**src/rtl/uart_rx_core.sv**
```systemverilog
// UART receive engine: 16x oversampled, 7/8 data bits, optional parity, one stop bit.
// Define RX_MAJORITY_VOTE_EN to take each bit as a 2-of-3 vote around its centre sample.
module uart_rx_core #(
    parameter int unsigned RX_SYNC_STAGES = 2
) (
    input  logic       clk,
    input  logic       reset_n,
    input  logic       baud_clock,
    input  logic       rx,
    input  logic       bit8,
    input  logic       parity_en,
    input  logic       odd_n_even,
    input  logic       read_rx_byte,
    output logic [7:0] rx_data,
    output logic       rx_data_valid,
    output logic       parity_err,
    output logic       framing_err,
    output logic       overflow
);

    typedef enum logic [2:0] {StIdle, StStart, StData, StParity, StStop} state_e;

    state_e                    r_state;
    state_e                    w_state_next;
    logic [RX_SYNC_STAGES-1:0] r_sync;
    logic                      r_rx_prev;
    logic [3:0]                r_samp_cnt;
    logic [2:0]                r_bit_cnt;
    logic [7:0]                r_shift;
    logic                      r_bit8;
    logic                      r_par_en;
    logic                      r_odd;
    logic                      r_par_mis;
    logic [7:0]                r_data;
    logic                      r_valid;
    logic                      r_par_err;
    logic                      r_frm_err;
    logic                      r_ovf;

    logic w_rx_s;
    logic w_fall;
    logic w_mid;
    logic w_start_mid;
    logic w_bit;
    logic w_start_ok;
    logic w_shift_en;
    logic w_par_cap;
    logic w_done;
    logic w_load;

    assign w_rx_s      = r_sync[RX_SYNC_STAGES-1];
    assign w_fall      = r_rx_prev & ~w_rx_s;
    assign w_mid       = baud_clock && (r_samp_cnt == 4'd15);
    assign w_start_mid = baud_clock && (r_samp_cnt == 4'd7);
    assign w_load      = ~r_valid | read_rx_byte;

`ifdef RX_MAJORITY_VOTE_EN
    logic [1:0] r_vote;

    // Start bit votes on ticks 5/6/7, other bits on 13/14/15.
    always_ff @(posedge clk or negedge reset_n) begin
        if (!reset_n) begin
            r_vote <= 2'b00;
        end else if (baud_clock) begin
            if (r_samp_cnt == ((r_state == StStart) ? 4'd5 : 4'd13)) r_vote[0] <= w_rx_s;
            if (r_samp_cnt == ((r_state == StStart) ? 4'd6 : 4'd14)) r_vote[1] <= w_rx_s;
        end
    end

    assign w_bit = (r_vote[0] & r_vote[1]) | (r_vote[0] & w_rx_s) | (r_vote[1] & w_rx_s);
`else
    assign w_bit = w_rx_s;
`endif

    always_ff @(posedge clk or negedge reset_n) begin
        if (!reset_n) begin
            r_state <= StIdle;
        end else begin
            r_state <= w_state_next;
        end
    end

    always_comb begin
        w_state_next = r_state;
        unique case (r_state)
            StIdle:   if (w_fall) w_state_next = StStart;
            StStart:  if (w_start_mid) w_state_next = w_bit ? StIdle : StData;
            StData: begin
                if (w_mid && (r_bit_cnt == (r_bit8 ? 3'd7 : 3'd6))) begin
                    w_state_next = r_par_en ? StParity : StStop;
                end
            end
            StParity: if (w_mid) w_state_next = StStop;
            StStop:   if (w_mid) w_state_next = StIdle;
            default:  w_state_next = StIdle;
        endcase
    end

    always_comb begin
        w_start_ok = 1'b0;
        w_shift_en = 1'b0;
        w_par_cap  = 1'b0;
        w_done     = 1'b0;
        unique case (r_state)
            StStart:  w_start_ok = w_start_mid & ~w_bit;
            StData:   w_shift_en = w_mid;
            StParity: w_par_cap  = w_mid;
            StStop:   w_done     = w_mid;
            default:  ;
        endcase
    end

    always_ff @(posedge clk or negedge reset_n) begin
        if (!reset_n) begin
            r_sync     <= '1;
            r_rx_prev  <= 1'b1;
            r_samp_cnt <= 4'd0;
            r_bit_cnt  <= 3'd0;
            r_shift    <= 8'h00;
            r_bit8     <= 1'b0;
            r_par_en   <= 1'b0;
            r_odd      <= 1'b0;
            r_par_mis  <= 1'b0;
            r_data     <= 8'h00;
            r_valid    <= 1'b0;
            r_par_err  <= 1'b0;
            r_frm_err  <= 1'b0;
            r_ovf      <= 1'b0;
        end else begin
            r_sync    <= {r_sync[RX_SYNC_STAGES-2:0], rx};
            r_rx_prev <= w_rx_s;

            if ((r_state == StIdle && w_fall) || w_start_ok) begin
                r_samp_cnt <= 4'd0;
            end else if (baud_clock) begin
                r_samp_cnt <= r_samp_cnt + 4'd1;
            end

            // Frame format is latched once the start bit is confirmed.
            if (w_start_ok) begin
                r_bit_cnt <= 3'd0;
                r_shift   <= 8'h00;
                r_bit8    <= bit8;
                r_par_en  <= parity_en;
                r_odd     <= odd_n_even;
                r_par_mis <= 1'b0;
            end
            if (w_shift_en) begin
                r_shift[r_bit_cnt] <= w_bit;
                r_bit_cnt          <= r_bit_cnt + 3'd1;
            end
            if (w_par_cap) r_par_mis <= w_bit ^ (^r_shift) ^ r_odd;

            r_par_err <= 1'b0;
            r_frm_err <= 1'b0;
            r_ovf     <= 1'b0;
            if (read_rx_byte) r_valid <= 1'b0;
            if (w_done) begin
                if (w_load) begin
                    r_data  <= r_shift;
                    r_valid <= 1'b1;
                end else begin
                    r_ovf <= 1'b1;
                end
                r_frm_err <= ~w_bit;
                r_par_err <= r_par_mis;
            end
        end
    end

    assign rx_data       = r_data;
    assign rx_data_valid = r_valid;
    assign parity_err    = r_par_err;
    assign framing_err   = r_frm_err;
    assign overflow      = r_ovf;

endmodule

```
**config.mk**
```make
export PLATFORM = sky130hd
export DESIGN_NAME = uart_rx_core
export DESIGN_NICKNAME = d
export VERILOG_FILES = /design/src/rtl/uart_rx_core.sv
export SDC_FILE = /design/constraint.sdc
export NUM_CORES = 1
export LEC_CHECK = 0
export ABC_AREA = 1
export CAP_MARGIN = 20
export CORE_AREA = 2 2 62 64
export DETAILED_ROUTE_END_ITERATION = 8
export DIE_AREA = 0 0 64 66
export GPL_TIMING_DRIVEN = 1
export PLACE_DENSITY = 0.83
export SETUP_SLACK_MARGIN = 0.02
export SLEW_MARGIN = 20
export SYNTH_ARGS = -nofsm -noshare
export SYNTH_HDL_FRONTEND = slang
export SYNTH_SLANG_ARGS = --single-unit
```
**constraint.sdc**
```tcl
create_clock -name clk -period 2 [get_ports clk]
set_input_delay 0.2 -clock clk [delete_from_list [all_inputs] [get_ports clk]]
set_output_delay 0.2 -clock clk [all_outputs]
set_load 0.01 [all_outputs]
```
==> impl_metrics.py <==
metrics = {
    "run_status": {
        "status": "completed",
    },
    "global_route": {
        "antenna_found_initial": 0,
        "grtUsageMet3": 0.0460,
        "grt_pass1_vias": 1407,
        "track_usage": 0.187,
        "overflow": 0,
        "grt_use_met2": 0.298,
        "use_met1": 0.240,
        "grt_busiest_layer": "met2",
        "grt_pass1_wl_microns": 6040,
        "grt_max_degree": 38,
    },
    "clocking": {
        "cts_buffers": 5,
        "clock_path_buffers": 2,
        "cts-hold-fix-buffers": 0,
        "post_cts_resized": 0,
        "cts_root_buffer": "clkbuf_4",
        "cts.sinks": 37,
        "cts_tree": "yes",
        "insertion_delay_ns": 0.34,
        "cts_setup_buffers": 0,
        "clk_pin_slew_worst_paths_ns": 0.11,
        "cts.htree.levels": 2,
    },
    "yosys": {
        "syn_nets": 241,
        "synth.top_cells.by_area": "dfrtp_1 44%, nand2_1 15%, inv_1 4.6%",
        "synthCells": 231,
        "ys_warn_count": 0,
        "synth_fa_ha_area_frac": 0.0129,
        "synth_top_area_frac": 0.437,
        "synth_simple_gate_area_frac": 0.304,
        "synth_top_family_by_area": "simple AND/OR/NAND/NOR gates",
        "ys_ff_latch": 37,
        "synth_xor_area_frac": 0.0135,
        "ys_types": 32,
        "synth_top_area_cell": "dfrtp_1",
        "syn_area_sq_um": 1950,
        "synth_compound_area_frac": 0.105,
        "avgSynthCellArea_sq_um": 8.43,
        "synth_mux_area_frac": 0.0154,
        "ys_seq_area_frac": 0.478,
    },
    "layout": {
        "drive_above_1_share": 0.185,
        "syn_to_final_growth_pct": 16.1,
        "final_util": 0.636,
        "diodes": 0,
        "layout.nets": 269,
    },
    "placed_design": {
        "place.gp.congestion": 0.788,
        "io_buffer_count": 19,
        "dp_hpwl_microns": 2520,
    },
    "detailed_routing": {
        "ant_nets": 0,
        "route.detailed.drc": 0,
        "drtIter0Drc": 72,
        "wire_per_inst_microns": 10.8,
        "num_vias": 1521,
        "vias_per_cell": 4.94,
        "drt_pass1_iterations": 4,
        "drt-total-wl_microns": 3330,
    },
    "floorplan": {
        "rows": 22,
        "coreArea_sq_um": 3550,
        "die_h_microns": 66,
        "initial_utilization": 0.548,
        "dieArea_sq_um": 4220,
        "ioPinCount": 20,
        "die-width_microns": 64,
    },
    "timing": {
        "rsz0062_at_grt": "no",
        "finalSetupTns_ns": 0,
        "period_share": 0.784,
        "layout_min_cycle_time_ns": 1.57,
        "final-hold-violation-count": 0,
        "slew_headroom": 0.708,
        "fin_skew_ns": 0.00614,
        "setup_viol": 0,
        "worstMarginPinSlew_ns": 0.438,
        "fmax_ghz": 0.638,
        "drv_slew": 0,
    },
    "pwr": {
        "swShare": 0.371,
        "power.total_mw": 1.89,
        "internal_power_mw": 1.19,
        "clockPowerShare": 0.196,
        "pwr-share-comb": 0.301,
        "ir_drop_mv": 0.543,
        "p_sw_mw": 0.703,
        "p_leak_nw": 1.17,
        "power_per_cell_area_nw_per_um2": 838,
        "seqPwrFrac": 0.504,
    },
    "setup_path": {
        "cp_max_fo": 6,
        "required_ns": 2.24,
        "endpoint_kind": "register",
        "worstPathArrival_ns": 1.81,
        "startpoint_type": "register",
        "worst-setup-path-type": "reg -> reg",
    },
    "min_path": {
        "hold_path_class": "in -> reg",
    },
    "run": {
        "cap_violations": 0,
    },
}
cells by family (layout without fill, tap and decap cells):
logic type      Yosys count  after routing
flops                    37             37
compound gates           32             32
simple gates            120            120
mux                       2              2
xor+xnor                  3              3
fa+ha+maj                 2              2
buf+inv                  35             64
worst paths after layout:
kind | startpoint | depth (start not counted) | slack, ns | endpoint
worst min-delay path | rx | 1 | 0.25 | r_sync[0]
min in group asynchronous | reset_n | 2 | 0.26 | r_samp_cnt[3]
worst max-delay path | r_samp_cnt[0] | 8 | 0.43 | r_shift[4]
worst min register to register | r_sync[0] | 0 | 0.36 | r_sync[1]
max in group asynchronous | reset_n | 2 | 1.41 | r_rx_prev
worst max register to register | r_samp_cnt[0] | 8 | 0.43 | r_shift[4]
sequential cells by signal (all words and copies together) (netlist names), 2 cells and up:
name / flops
r_sync: 2
r_shift: 8
rx_data: 8
r_bit_cnt: 3
r_state: 3
r_samp_cnt: 4
cell type report:
type	instances	area, sq um
well taps	48	60.1
fillers	293	1290
repair buffers	22	213
flip-flops and latches	37	930
multi-input cells	159	877
clock inverters	2	10.0
inverters	34	129
clock buffers	6	41.3
worst max-delay path, stage by stage (launching register included):
cell	delay, ns
dfrtp_1	0.41
ha_1	0.24
nand3_4	0.12
nor2_8	0.16
nand2_4	0.12
nor2_8	0.14
nand2_1	0.11
nand3_1	0.08
o21ai_1	0.07
Yosys cell counts (all sizes together):
| cell | number |
|---|---|
| clkinv | 1 |
| ha | 2 |
| mux2 | 2 |
| xnor2 | 1 |
| dfstp | 3 |
| or2 | 2 |
| xor2 | 2 |
| dfrtp | 34 |
| nand4 | 1 |
| nand3 | 18 |
| inv | 33 |
| nor2 | 15 |
| o21ai | 22 |
| nand2 | 80 |
| o22ai | 2 |
| a21oi | 6 |
| a22oi | 2 |
| nor3 | 4 |
| buf | 1 |
metrics by stage:
step,instance area [sq um],hold slack [ns],setup slack (ns),instances
2_1_floorplan,1950,-0.0956,0.601,231
3_3_place_gp,2210,0.346,0.330,300
3_5_place_dp,2210,0.349,0.272,300
4_1_cts,2260,0.247,0.441,308
5_1_grt,2260,0.247,0.308,308
6_report,2260,0.254,0.433,308
metal layers:
layer,share of wire,up-vias
met5,0,-
met4,0.027,0
met3,0.048,9
li1,-,793
met2,0.44,38
met1,0.48,681
layout by cell type (no fill, tap or decap), types with 2 or more instances in the layout:
master           netlist  final
a21oi_1                5      5
a22oi_1                2      2
buf_4                  0      3
clkbuf_4               0      5
clkdlybuf4s50_1        0     19
clkinv_2               1      3
dfrtp_1               34     34
dfstp_2                3      3
ha_1                   2      2
inv_1                 24     24
inv_2                  9      9
mux2_4                 2      2
nand2_1               76     76
nand2_2                3      3
nand3_1               16     16
nor2_1                10     10
nor2_4                 2      2
nor2_8                 3      3
nor3_1                 2      2
nor3_2                 2      2
o21ai_0                5      5
o21ai_1               10     10
o21ai_2                7      7
xor2_1                 2      2
power groups by stage:
| stage | clock [mW] | combinational [mW] | sequential (mW) |
|---|---|---|---|
| final | 0.371 | 0.569 | 0.953 |
| after global routing | 0.415 | 0.654 | 0.969 |
| after CTS | 0.382 | 0.572 | 0.950 |
| after detailed placement | 0 | 0.567 | 0.965 |
| after global placement | 0 | 0.557 | 0.960 |
| after floorplan | 0 | 0.449 | 0.947 |
Power figures use the tool's default switching activity.
